$ cat src/rtl/mem_arb_pkg.sv
// Shared types and default widths for the single-port memory arbiter.
package mem_arb_pkg;

    localparam int unsigned ADDR_W_DEF       = 32;
    localparam int unsigned DATA_W_DEF       = 32;
    localparam int unsigned MAX_D_STREAK_DEF = 4;

    typedef enum logic [1:0] {IDLE, BUSY, ACK} arb_state_e;
    typedef enum logic       {OWN_I, OWN_D}    owner_e;

endpackage

$ cat src/rtl/arb_streak_ctr.sv
// Counts back-to-back D grants made while I waits; forces an I grant once the limit is hit.
module arb_streak_ctr #(
    parameter int unsigned MAX_D_STREAK = 4
) (
    input  logic clk,
    input  logic reset,
    input  logic i_grant,
    input  logic i_grant_d,
    input  logic i_ireq,
    input  logic i_dreq,
    output logic o_force_i
);

    localparam int unsigned CNT_W = $clog2(MAX_D_STREAK + 1);
    localparam logic [CNT_W-1:0] CNT_MAX = CNT_W'(MAX_D_STREAK);

    logic [CNT_W-1:0] r_cnt;
    logic [CNT_W-1:0] w_cnt_next;

    always_comb begin
        w_cnt_next = r_cnt;
        if (i_grant) begin
            if (i_grant_d && i_ireq) begin
                w_cnt_next = (r_cnt == CNT_MAX) ? r_cnt : r_cnt + CNT_W'(1);
            end else begin
                w_cnt_next = '0;
            end
        end
    end

    always_ff @(posedge clk or negedge reset) begin
        if (!reset) begin
            r_cnt <= '0;
        end else begin
            r_cnt <= w_cnt_next;
        end
    end

    assign o_force_i = (r_cnt == CNT_MAX) && i_ireq && i_dreq;

endmodule

$ cat src/rtl/mem_port_arbiter.sv
// Shares one memory port between fetch (I) and load/store (D); D has priority.
// Optional starvation guard for I is enabled with MEM_ARB_STARVE_GUARD_EN.
module mem_port_arbiter
    import mem_arb_pkg::*;
#(
    parameter int unsigned ADDR_W       = ADDR_W_DEF,
    parameter int unsigned DATA_W       = DATA_W_DEF,
    parameter int unsigned MAX_D_STREAK = MAX_D_STREAK_DEF
) (
    input  logic                clk,
    input  logic                reset,
    input  logic                i_req,
    input  logic [ADDR_W-1:0]   i_addr,
    output logic                i_ack,
    output logic [DATA_W-1:0]   i_rdata,
    input  logic                d_req,
    input  logic                d_we,
    input  logic [ADDR_W-1:0]   d_addr,
    input  logic [DATA_W-1:0]   d_wdata,
    input  logic [DATA_W/8-1:0] d_wstrb,
    output logic                d_ack,
    output logic [DATA_W-1:0]   d_rdata,
    output logic                mem_req,
    output logic                mem_we,
    output logic [ADDR_W-1:0]   mem_addr,
    output logic [DATA_W-1:0]   mem_wdata,
    output logic [DATA_W/8-1:0] mem_wstrb,
    input  logic                mem_ready,
    input  logic [DATA_W-1:0]   mem_rdata,
    output logic                busy
);

    if (MAX_D_STREAK < 1) begin : g_bad_streak
        $error("MAX_D_STREAK must be at least 1");
    end

    arb_state_e          r_state;
    arb_state_e          w_state_next;
    owner_e              r_owner;
    logic                r_i_ack;
    logic                r_d_ack;
    logic [DATA_W-1:0]   r_i_rdata;
    logic [DATA_W-1:0]   r_d_rdata;
    logic                r_mem_we;
    logic [ADDR_W-1:0]   r_mem_addr;
    logic [DATA_W-1:0]   r_mem_wdata;
    logic [DATA_W/8-1:0] r_mem_wstrb;

    logic w_grant;
    logic w_grant_d;
    logic w_force_i;
    logic w_done;

    assign w_grant   = (r_state == IDLE) && (i_req || d_req);
    assign w_grant_d = d_req && !w_force_i;
    assign w_done    = (r_state == BUSY) && mem_ready;

`ifdef MEM_ARB_STARVE_GUARD_EN
    arb_streak_ctr #(
        .MAX_D_STREAK (MAX_D_STREAK)
    ) u_streak (
        .clk       (clk),
        .reset     (reset),
        .i_grant   (w_grant),
        .i_grant_d (w_grant_d),
        .i_ireq    (i_req),
        .i_dreq    (d_req),
        .o_force_i (w_force_i)
    );
`else
    assign w_force_i = 1'b0;
`endif

    always_ff @(posedge clk or negedge reset) begin
        if (!reset) begin
            r_state <= IDLE;
        end else begin
            r_state <= w_state_next;
        end
    end

    always_comb begin
        w_state_next = r_state;
        unique case (r_state)
            IDLE:    if (i_req || d_req) w_state_next = BUSY;
            BUSY:    if (mem_ready) w_state_next = ACK;
            ACK:     w_state_next = IDLE;
            default: w_state_next = IDLE;
        endcase
    end

    always_ff @(posedge clk or negedge reset) begin
        if (!reset) begin
            r_owner     <= OWN_I;
            r_i_ack     <= 1'b0;
            r_d_ack     <= 1'b0;
            r_i_rdata   <= '0;
            r_d_rdata   <= '0;
            r_mem_we    <= 1'b0;
            r_mem_addr  <= '0;
            r_mem_wdata <= '0;
            r_mem_wstrb <= '0;
        end else begin
            r_i_ack <= w_done && (r_owner == OWN_I);
            r_d_ack <= w_done && (r_owner == OWN_D);
            if (w_grant) begin
                r_owner     <= w_grant_d ? OWN_D : OWN_I;
                r_mem_we    <= w_grant_d && d_we;
                r_mem_addr  <= w_grant_d ? d_addr : i_addr;
                r_mem_wdata <= w_grant_d ? d_wdata : '0;
                r_mem_wstrb <= w_grant_d ? d_wstrb : '0;
            end
            // Stores complete without touching the load data register.
            if (w_done) begin
                if (r_owner == OWN_I) begin
                    r_i_rdata <= mem_rdata;
                end else if (!r_mem_we) begin
                    r_d_rdata <= mem_rdata;
                end
            end
        end
    end

    assign mem_req   = (r_state == BUSY);
    assign busy      = (r_state != IDLE);
    assign mem_we    = r_mem_we;
    assign mem_addr  = r_mem_addr;
    assign mem_wdata = r_mem_wdata;
    assign mem_wstrb = r_mem_wstrb;
    assign i_ack     = r_i_ack;
    assign d_ack     = r_d_ack;
    assign i_rdata   = r_i_rdata;
    assign d_rdata   = r_d_rdata;

endmodule

$ cat config.mk
export PLATFORM = sky130hd
export DESIGN_NAME = mem_port_arbiter
export DESIGN_NICKNAME = d
export VERILOG_FILES = /design/src/rtl/mem_arb_pkg.sv /design/src/rtl/arb_streak_ctr.sv /design/src/rtl/mem_port_arbiter.sv
export SDC_FILE = /design/constraint.sdc
export NUM_CORES = 1
export LEC_CHECK = 0
export CAP_MARGIN = 20
export CORE_UTILIZATION = 43
export DETAILED_ROUTE_END_ITERATION = 6
export GPL_TIMING_DRIVEN = 0
export PLACE_DENSITY = 0.85
export SETUP_SLACK_MARGIN = 0.4
export SLEW_MARGIN = 40
export SYNTH_ARGS = -nofsm -noshare
export SYNTH_HDL_FRONTEND = slang
export SYNTH_SLANG_ARGS = --single-unit
$ cat constraint.sdc
create_clock -name clk -period 3.5 [get_ports clk]
set_clock_uncertainty 0.15 [all_clocks]
set_input_delay 0.875 -clock clk [delete_from_list [all_inputs] [get_ports clk]]
set_output_delay 0.875 -clock clk [all_outputs]
set_load 0.02 [all_outputs]
==> flow_metrics.env, run 1 <==
export IMPL_antennaDiodeCount=0
export IMPL_syn_inst=339
export IMPL_fin_crit_sh_pct=79.26
export IMPL_place_ws_ps=856.2
export IMPL_p_leak_nw=3.812
export IMPL_stdcell_count=812
export IMPL_final_nets=771
export IMPL_fmax_mhz=360.5
export IMPL_yosys_cell_count_top_type="dfrtp_1"
export IMPL_drive_gt1_share_pct=27.17
export IMPL_power_total_mw=8.779
export IMPL_ctsResizeCount=0
export IMPL_end_kind="primary output"
export IMPL_numCtsBuffers=17
export IMPL_cts_tree="done"
export IMPL_power_per_cell_area_mw_per_mm2=974.5
export IMPL_first_global_vias=4346
export IMPL_fin_crit_ps=2774
export IMPL_clkLatencyLatePin_ps=410
export IMPL_synth_compound_area_share_pct=6.317
export IMPL_die_width_um=114.8
export IMPL_htreeDepth=4
export IMPL_placed_area_mm2=0.008462
export IMPL_synth_async_reset_ratio_pct=100.0
export IMPL_syn_avg_cell_area_um2=16.13
export IMPL_crit_start="r_state[1]$_DFFE_PN0P_"
export IMPL_synthFlopType="dfrtp_1"
export IMPL_gr_total_overflow=0
export IMPL_crit_reg2reg_capture="d_rdata[8]$_DFFE_PN0P_"
export IMPL_initialDrtViolationCount=130
export IMPL_area_growth_pct=64.80
export IMPL_synth_mux_area_share_pct=26.37
export IMPL_synth_area_leader_cell="dfrtp_1"
export IMPL_reg2reg_setup_slack_ps=1770
export IMPL_via_count=4039
export IMPL_numPortBuffers=273
export IMPL_synth_fa_ha_area_share_pct=0
export IMPL_setup_viol=0
export IMPL_hold_viol=0
export IMPL_synth_seq_cells=138
export IMPL_fill_cells=809
export IMPL_reg2reg_from="r_state[1]$_DFFE_PN0P_"
export IMPL_cts_path_max_buffers=2
export IMPL_yosysTopAreaCellShare_pct=63.17
export IMPL_grt_pass1_wl_um=22880
export IMPL_ys_types=19
export IMPL_required_ps=2470
export IMPL_status="complete, no violations"
export IMPL_yosys_area_share_simple_pct=1.076
export IMPL_synth_edf_count=0
export IMPL_worstMarginPinSlew_ps=441.2
export IMPL_r2r_worst_path_cells=5
export IMPL_relSlewSlack_pct=70.59
export IMPL_initial_core_util_pct=44.76
export IMPL_pin_count=275
export IMPL_core_mm2=0.01221
export IMPL_grtUsageTotal_pct=23.55
export IMPL_drt_total_wl_um=14920
export IMPL_clk_pin_slew_ps=60
export IMPL_ys_seq_area_share_pct=63.17
export IMPL_worstSetupPathType="reg2out"
export IMPL_placed_cells=782
export IMPL_synth_commonest_cells="138 x dfrtp_1, 122 x mux2_2, 37 x a22o_1, 11 x buf_2"
export IMPL_finalWorstSetupSlack_ps=726.0
export IMPL_synth_top_family_by_area="multiplexers"
export IMPL_antenna_found_initial=0
export IMPL_dieArea_mm2=0.01317
export IMPL_cts_setup_buffers=0
export IMPL_rows=40
export IMPL_setup_tns_ps=0
export IMPL_first_pass_iters=4
export IMPL_clock_sinks=138
export IMPL_postLayoutCellArea_mm2=0.009009
export IMPL_cts_hold_buffers=0
export IMPL_synth_xor_area_share_pct=0
export IMPL_hp_class="in2async"
export IMPL_drc_errors=0
export IMPL_crit_fanout=4
export IMPL_yosys_warnings=0
export IMPL_slew_viol_final=0
export IMPL_start_kind="flip-flop"
export IMPL_root_buffer="clkbuf_16"
export IMPL_grt_start_max_net_pins=52
export IMPL_synth_area_leaders="dfrtp_1 63%, mux2_2 25%, a22o_1 5.9%"
export IMPL_ant_nets=0
export IMPL_gp_congestion=0.7514
export IMPL_peakVddDrop_uv=496.0
export IMPL_synth_nets=477
export IMPL_cp_arrival_ps=1750
export IMPL_viasPerCell=4.974
export IMPL_maxCapViolations=0
export IMPL_grt_setup_unrepaired="false"
export IMPL_fin_util_pct=73.77
export IMPL_syn_cell_area_mm2=0.005466
export IMPL_dp_hpwl_um=11510
export IMPL_routedWlPerCell_um=18.38
export IMPL_die_y_um=114.8
export IMPL_whs_ps=200.5
## worst max-delay path by stage
stage | end | slack [ps] | cells after the start
after floorplan | mem_addr[10]$_DFFE_PN0P_ | 1410 | 4
after global placement | mem_wdata[20]$_DFFE_PN0P_ | -3750 | 1
after detailed placement | mem_addr[29]$_DFFE_PN0P_ | 860 | 4
after CTS | busy | 710 | 3
after global routing | busy | 650 | 3
final | busy | 730 | 3
## routing by layer
| metal | track usage (%) | wire, µm |
|---|---|---|
| met2 | 41.45 | 7642 |
| met4 | 9.697 | 315 |
| met5 | 0 | 0 |
| met1 | 25.16 | 5462 |
| met3 | 9.541 | 1500 |
## cell families (layout without fill, tap and decap cells)
group	count (synthesis)	after routing
simple gates	8	8
flops	138	138
mux	128	128
compound gates	40	40
buf+inv	25	330
## state kept, by name (all words and copies together) (netlist names)
name	count
d_ack	1
d_rdata	32
i_ack	1
i_rdata	32
mem_addr	32
mem_wdata	32
mem_we	1
mem_wstrb	4
r_owner	1
r_state	2
## worst max-delay path, cell delays in order, from the launching register on
cell	delay (ps)
dfrtp_1	410
nor2_1	300
inv_1	80
clkdlybuf4s50_1	560
## power breakdown
part           switching (mW)  internal, mW  leakage [nW]
Combinational            1.99          2.29          1.87
Sequential              0.448          2.40          1.67
Clock                   0.629          1.02         0.265
Total                    3.07          5.71          3.81
## area by class of cell
class / count / area, µm² / share of cell area (%)
timing repair buffer: 275 / 2785 / 30.92
multi-input combinational: 176 / 1846 / 20.49
sequential: 138 / 3453 / 38.33
clock inverter: 7 / 68.82 / 0.7639
inverter: 2 / 7.507 / 0.08333
clock buffer: 23 / 478.0 / 5.306
tap: 168 / 210.2 / 2.333
buffer: 23 / 160.2 / 1.778
## cells in the final DEF, fill, tap and decap left out, types with 4 or more instances in the layout
cell type and count:
clkbuf_16 17, buf_6 6, clkdlybuf4s50_1 272, mux2_1 6
clkbuf_1 5, a22o_1 37, dfrtp_1 138, mux2_2 122
buf_2 11, buf_4 4
Note: power is estimated with default switching activity, not from simulation.
==> run 2, diff against run 1 <==
--- a/config.mk
+++ b/config.mk
@@ -6,10 +6,10 @@
 export NUM_CORES = 1
 export LEC_CHECK = 0
 export CAP_MARGIN = 20
-export CORE_UTILIZATION = 43
+export CORE_UTILIZATION = 40
 export DETAILED_ROUTE_END_ITERATION = 6
 export GPL_TIMING_DRIVEN = 0
-export PLACE_DENSITY = 0.85
+export PLACE_DENSITY = 0.8
 export SETUP_SLACK_MARGIN = 0.4
 export SLEW_MARGIN = 40
 export SYNTH_ARGS = -nofsm -noshare
==> constraint.sdc (replaced) <==
create_clock -name clk -period 2.9 [get_ports clk]
set_clock_uncertainty 0.15 [all_clocks]
set_input_delay 0.725 -clock clk [delete_from_list [all_inputs] [get_ports clk]]
set_output_delay 0.725 -clock clk [all_outputs]
set_load 0.02 [all_outputs]
==> flow_metrics.env, run 2 (synthesis gave the netlist of run 1 again) <==
export IMPL_core_mm2=0.01330
export IMPL_setup_tns_ps=0
export IMPL_htreeDepth=4
export IMPL_final_cell_mix="270 x clkdlybuf4s50_1, 138 x dfrtp_1, 122 x mux2_2"
export IMPL_maxCapViolations=0
export IMPL_reg2reg_setup_slack_ps=1140
export IMPL_cp_arrival_ps=1450
export IMPL_hold_viol=0
export IMPL_reg2reg_from="r_state[1]$_DFFE_PN0P_"
export IMPL_grt_start_max_net_pins=74
export IMPL_worstMarginPinSlew_ps=510.0
export IMPL_power_per_cell_area_mw_per_mm2=1184
export IMPL_slew_viol_final=0
export IMPL_drt_total_wl_um=14870
export IMPL_antenna_found_initial=0
export IMPL_finalWorstSetupSlack_ps=570.6
export IMPL_pin_count=275
export IMPL_clkLatencyLatePin_ps=420
export IMPL_antennaDiodeCount=0
export IMPL_routedWlPerCell_um=18.12
export IMPL_die_y_um=118.9
export IMPL_rows=42
export IMPL_grtUsageTotal_pct=21.81
export IMPL_numPortBuffers=273
export IMPL_cts_path_max_buffers=2
export IMPL_wl_met3_um=1288
export IMPL_crit_reg2reg_capture="d_rdata[25]$_DFFE_PN0P_"
export IMPL_status="complete, no violations"
export IMPL_first_global_vias=4439
export IMPL_end_kind="primary output"
export IMPL_fin_crit_sh_pct=80.32
export IMPL_routed_top_layer="met4"
export IMPL_drive_gt1_share_pct=27.91
export IMPL_power_total_mw=10.72
export IMPL_place_ws_ps=424.5
export IMPL_fin_crit_ps=2329
export IMPL_grt_pass1_wl_um=23260
export IMPL_ant_nets=0
export IMPL_gp_congestion=0.8184
export IMPL_grt_setup_unrepaired="false"
export IMPL_cts_tree="done"
export IMPL_viasPerCell=4.906
export IMPL_clk_pin_slew_ps=60
export IMPL_cts_setup_buffers=0
export IMPL_cp_cell_sequence="nor2_2, inv_1, dlygate4sd2_1"
export IMPL_required_ps=2030
export IMPL_root_buffer="clkbuf_16"
export IMPL_final_common_cell="clkdlybuf4s50_1"
export IMPL_fin_util_pct=68.05
export IMPL_dieArea_mm2=0.01414
export IMPL_multi_input_area_mm2=0.001848
export IMPL_drc_errors=0
export IMPL_start_kind="flip-flop"
export IMPL_ctsResizeCount=3
export IMPL_peakVddDrop_uv=579.2
export IMPL_first_pass_iters=4
export IMPL_regArea_mm2=0.003453
export IMPL_worst_path_buf_inv=2
export IMPL_cts_hold_buffers=0
export IMPL_crit_fanout=4
export IMPL_numCtsBuffers=17
export IMPL_setup_viol=0
export IMPL_wl_met2_um=7665
export IMPL_cpLargestDelayFamily="flip-flops"
export IMPL_die_width_um=118.9
export IMPL_crit_slowest_cell="dfrtp_1"
export IMPL_gr_total_overflow=0
export IMPL_drt_met1_wl_um=5611
export IMPL_initialDrtViolationCount=122
export IMPL_clock_sinks=138
export IMPL_p_leak_nw=3.831
export IMPL_final_nets=770
export IMPL_initial_core_util_pct=41.12
export IMPL_via_count=4028
export IMPL_fmax_mhz=429.3
export IMPL_relSlewSlack_pct=66.00
export IMPL_hp_class="in2async"
export IMPL_fill_cells=960
export IMPL_worstSetupPathType="reg2out"
export IMPL_area_growth_pct=65.51
export IMPL_cpPeakStageDelay_ps=430
export IMPL_dp_hpwl_um=11320
export IMPL_r2r_worst_path_cells=5
[run 2: area by class of cell]
class / count / share of cell area (%)
sequential: 138 / 38.17
inverter: 2 / 0.08298
clock inverter: 13 / 1.577
tap: 176 / 2.434
clock buffer: 19 / 5.006
buffer: 23 / 1.770
multi-input combinational: 176 / 20.43
timing repair buffer: 274 / 30.54
[run 2: how the worst max path moves through the flow]
stage / slack (ps) / cells past startpoint / to / startpoint
3_5_place_dp: 420 / 4 / mem_addr[3]$_DFFE_PN0P_ / i_req
5_1_grt: 510 / 3 / busy / r_state[1]$_DFFE_PN0P_
3_3_place_gp: -4360 / 1 / mem_addr[2]$_DFFE_PN0P_ / reset
6_report: 570 / 3 / busy / r_state[1]$_DFFE_PN0P_
4_1_cts: 540 / 3 / busy / r_state[1]$_DFFE_PN0P_
2_1_floorplan: 960 / 4 / mem_addr[10]$_DFFE_PN0P_ / d_req
[run 2: metal layers]
layer	up-vias	GRT usage [%]
met4	0	9.019
li1	1819	-
met3	22	8.429
met1	1997	24.03
met2	190	37.57
met5	-	0
[run 2: per-stage QoR]
step / cells / area [µm²] / hold slack (ps)
6_report: 821 / 9047 / 105.6
5_1_grt: 821 / 9047 / 132.7
4_1_cts: 821 / 9047 / 117.9
3_5_place_dp: 789 / 8452 / 333.5
3_3_place_gp: 788 / 8419 / 318.8
2_1_floorplan: 339 / 5466 / 279.4
[run 2: where the power goes]
group | internal, mW | leakage, nW | switching, mW
Sequential | 2.90 | 1.67 | 0.527
Clock | 1.32 | 0.290 | 0.837
Combinational | 2.75 | 1.87 | 2.39
Total | 6.96 | 3.83 | 3.76
==> run 3, diff against run 2 <==
==> constraint.sdc (replaced) <==
create_clock -name clk -period 2.4 [get_ports clk]
set_clock_uncertainty 0.15 [all_clocks]
set_input_delay 0.6 -clock clk [delete_from_list [all_inputs] [get_ports clk]]
set_output_delay 0.6 -clock clk [all_outputs]
set_load 0.02 [all_outputs]
==> flow_metrics.env, run 3 (synthesis gave the netlist of run 1 again) <==
export IMPL_fmax_mhz=516.5
export IMPL_numCtsBuffers=17
export IMPL_crit_fanout=6
export IMPL_core_mm2=0.01330
export IMPL_grt_start_max_net_pins=74
export IMPL_grtUsageTotal_pct=21.93
export IMPL_initialDrtViolationCount=128
export IMPL_peakVddDrop_uv=631.4
export IMPL_dp_hpwl_um=11320
export IMPL_grt_pass1_wl_um=23420
export IMPL_rows=42
export IMPL_die_width_um=118.9
export IMPL_clock_sinks=138
export IMPL_postLayoutCellArea_mm2=0.008897
export IMPL_via_count=4028
export IMPL_fin_crit_ps=1936
export IMPL_final_cell_mix="137 x dfrtp_1, 135 x clkdlybuf4s50_1, 135 x dlygate4sd2_1"
export IMPL_placed_cells=789
export IMPL_relSlewSlack_pct=66.10
export IMPL_area_growth_pct=62.76
export IMPL_grt_setup_unrepaired="false"
export IMPL_gp_congestion=0.8184
export IMPL_fill_cells=1050
export IMPL_antenna_found_initial=0
export IMPL_crit_reg2reg_capture="d_rdata[25]$_DFFE_PN0P_"
export IMPL_r2r_worst_path_cells=5
export IMPL_power_per_cell_area_mw_per_mm2=1361
export IMPL_viasPerCell=4.894
export IMPL_gr_total_overflow=0
export IMPL_fin_crit_sh_pct=80.68
export IMPL_initial_core_util_pct=41.12
export IMPL_cts_tree="done"
export IMPL_maxCapViolations=0
export IMPL_worstMarginPinSlew_ps=508.5
export IMPL_hold_viol=0
export IMPL_ant_nets=0
export IMPL_dieArea_mm2=0.01414
export IMPL_required_ps=1650
export IMPL_clk_pin_slew_ps=60
export IMPL_pin_count=275
export IMPL_clkLatencyLatePin_ps=420
export IMPL_root_buffer="clkbuf_16"
export IMPL_cp_cell_sequence="nor2b_4, buf_4"
export IMPL_routedWlPerCell_um=18.11
export IMPL_worstSetupPathType="reg2out"
export IMPL_status="complete, no violations"
export IMPL_crit_slowest_cell="dfrtp_2"
export IMPL_final_common_cell="dfrtp_1"
export IMPL_cts_path_max_buffers=2
export IMPL_slew_viol_final=0
export IMPL_first_global_vias=4462
export IMPL_reg2reg_from="r_state[1]$_DFFE_PN0P_"
export IMPL_placed_area_mm2=0.008452
export IMPL_drt_total_wl_um=14900
export IMPL_htreeDepth=4
export IMPL_p_leak_nw=4.110
export IMPL_cp_arrival_ps=1190
export IMPL_stdcell_count=823
export IMPL_hold_depth=1
export IMPL_die_y_um=118.9
export IMPL_first_pass_iters=4
export IMPL_hp_class="reg2reg"
export IMPL_numPortBuffers=273
export IMPL_cpPeakStageDelay_ps=440
export IMPL_antennaDiodeCount=0
export IMPL_holdPathEnd="d_rdata[6]$_DFFE_PN0P_"
export IMPL_final_nets=772
export IMPL_drive_gt1_share_pct=28.44
export IMPL_reg2reg_setup_slack_ps=640
export IMPL_hold_start="d_rdata[6]$_DFFE_PN0P_"
export IMPL_start_kind="flip-flop"
export IMPL_setup_viol=0
export IMPL_end_kind="primary output"
export IMPL_whs_ps=338.8
export IMPL_drc_errors=0
## run 3: power breakdown
group,switching (mW),internal (mW)
clock,1.01,1.59
combinational,2.90,2.52
sequential,0.592,3.50
total,4.50,7.61
## run 3: how the worst max path moves through the flow
stage	slack [ps]	cells past startpoint	end	from
after floorplan	590	4	mem_addr[10]$_DFFE_PN0P_	d_req
after global placement	-4730	1	mem_addr[2]$_DFFE_PN0P_	reset
after detailed placement	50	4	mem_addr[3]$_DFFE_PN0P_	i_req
after CTS	200	3	busy	r_state[1]$_DFFE_PN0P_
after global routing	420	2	mem_req	r_state[1]$_DFFE_PN0P_
final	460	2	mem_req	r_state[1]$_DFFE_PN0P_
## run 3: cell type report
cell class / count / area, µm² / area share [%]
Multi-Input combinational cell: 176 / 1853 / 20.83
Timing Repair Buffer: 276 / 2606 / 29.29
Clock buffer: 19 / 452.9 / 5.091
Tap cell: 176 / 220.2 / 2.475
Inverter: 2 / 7.507 / 0.08438
Clock inverter: 13 / 142.6 / 1.603
Sequential cell: 138 / 3455 / 38.83
Buffer: 23 / 160.2 / 1.800
## run 3: metal layers
layer	up-vias	part of all wire (%)	wire [µm]	GRT usage, %
li1	1818	-	-	-
met2	193	51	7635	38.05
met5	-	0	0	0
met4	0	2.2	322	9.019
met1	1993	38	5632	23.96
met3	24	8.8	1313	8.429
## run 3: timing repair
item	4_1_cts	5_1_grt
gates resized for setup	142	4
hold buffers	1	0
pin swaps	0	1
endpoints found under the hold margin	35	0
gates cloned	0	0
setup endpoints to repair	137	2
buffers inserted	0	1
## run 3: worst max-delay path, delay by kind of cell (launching register included)
| family | cells | cell delay (ps) |
|---|---|---|
| simple gates | 1 | 160 |
| flops | 1 | 440 |
| buf+inv | 1 | 160 |
## run 3: through the flow
step | setup slack, ps | util (%) | TNS [ps] | power [mW]
4_1_cts | 202.8 | 66.86 | 0 | 12.24
3_3_place_gp | -4733 | 63.33 | -651970 | 10.24
2_1_floorplan | 586.6 | - | 0 | 7.239
5_1_grt | 421.5 | 66.92 | 0 | 12.72
6_report | 463.7 | 66.92 | 0 | 12.11
3_5_place_dp | 49.51 | 63.57 | 0 | 10.45
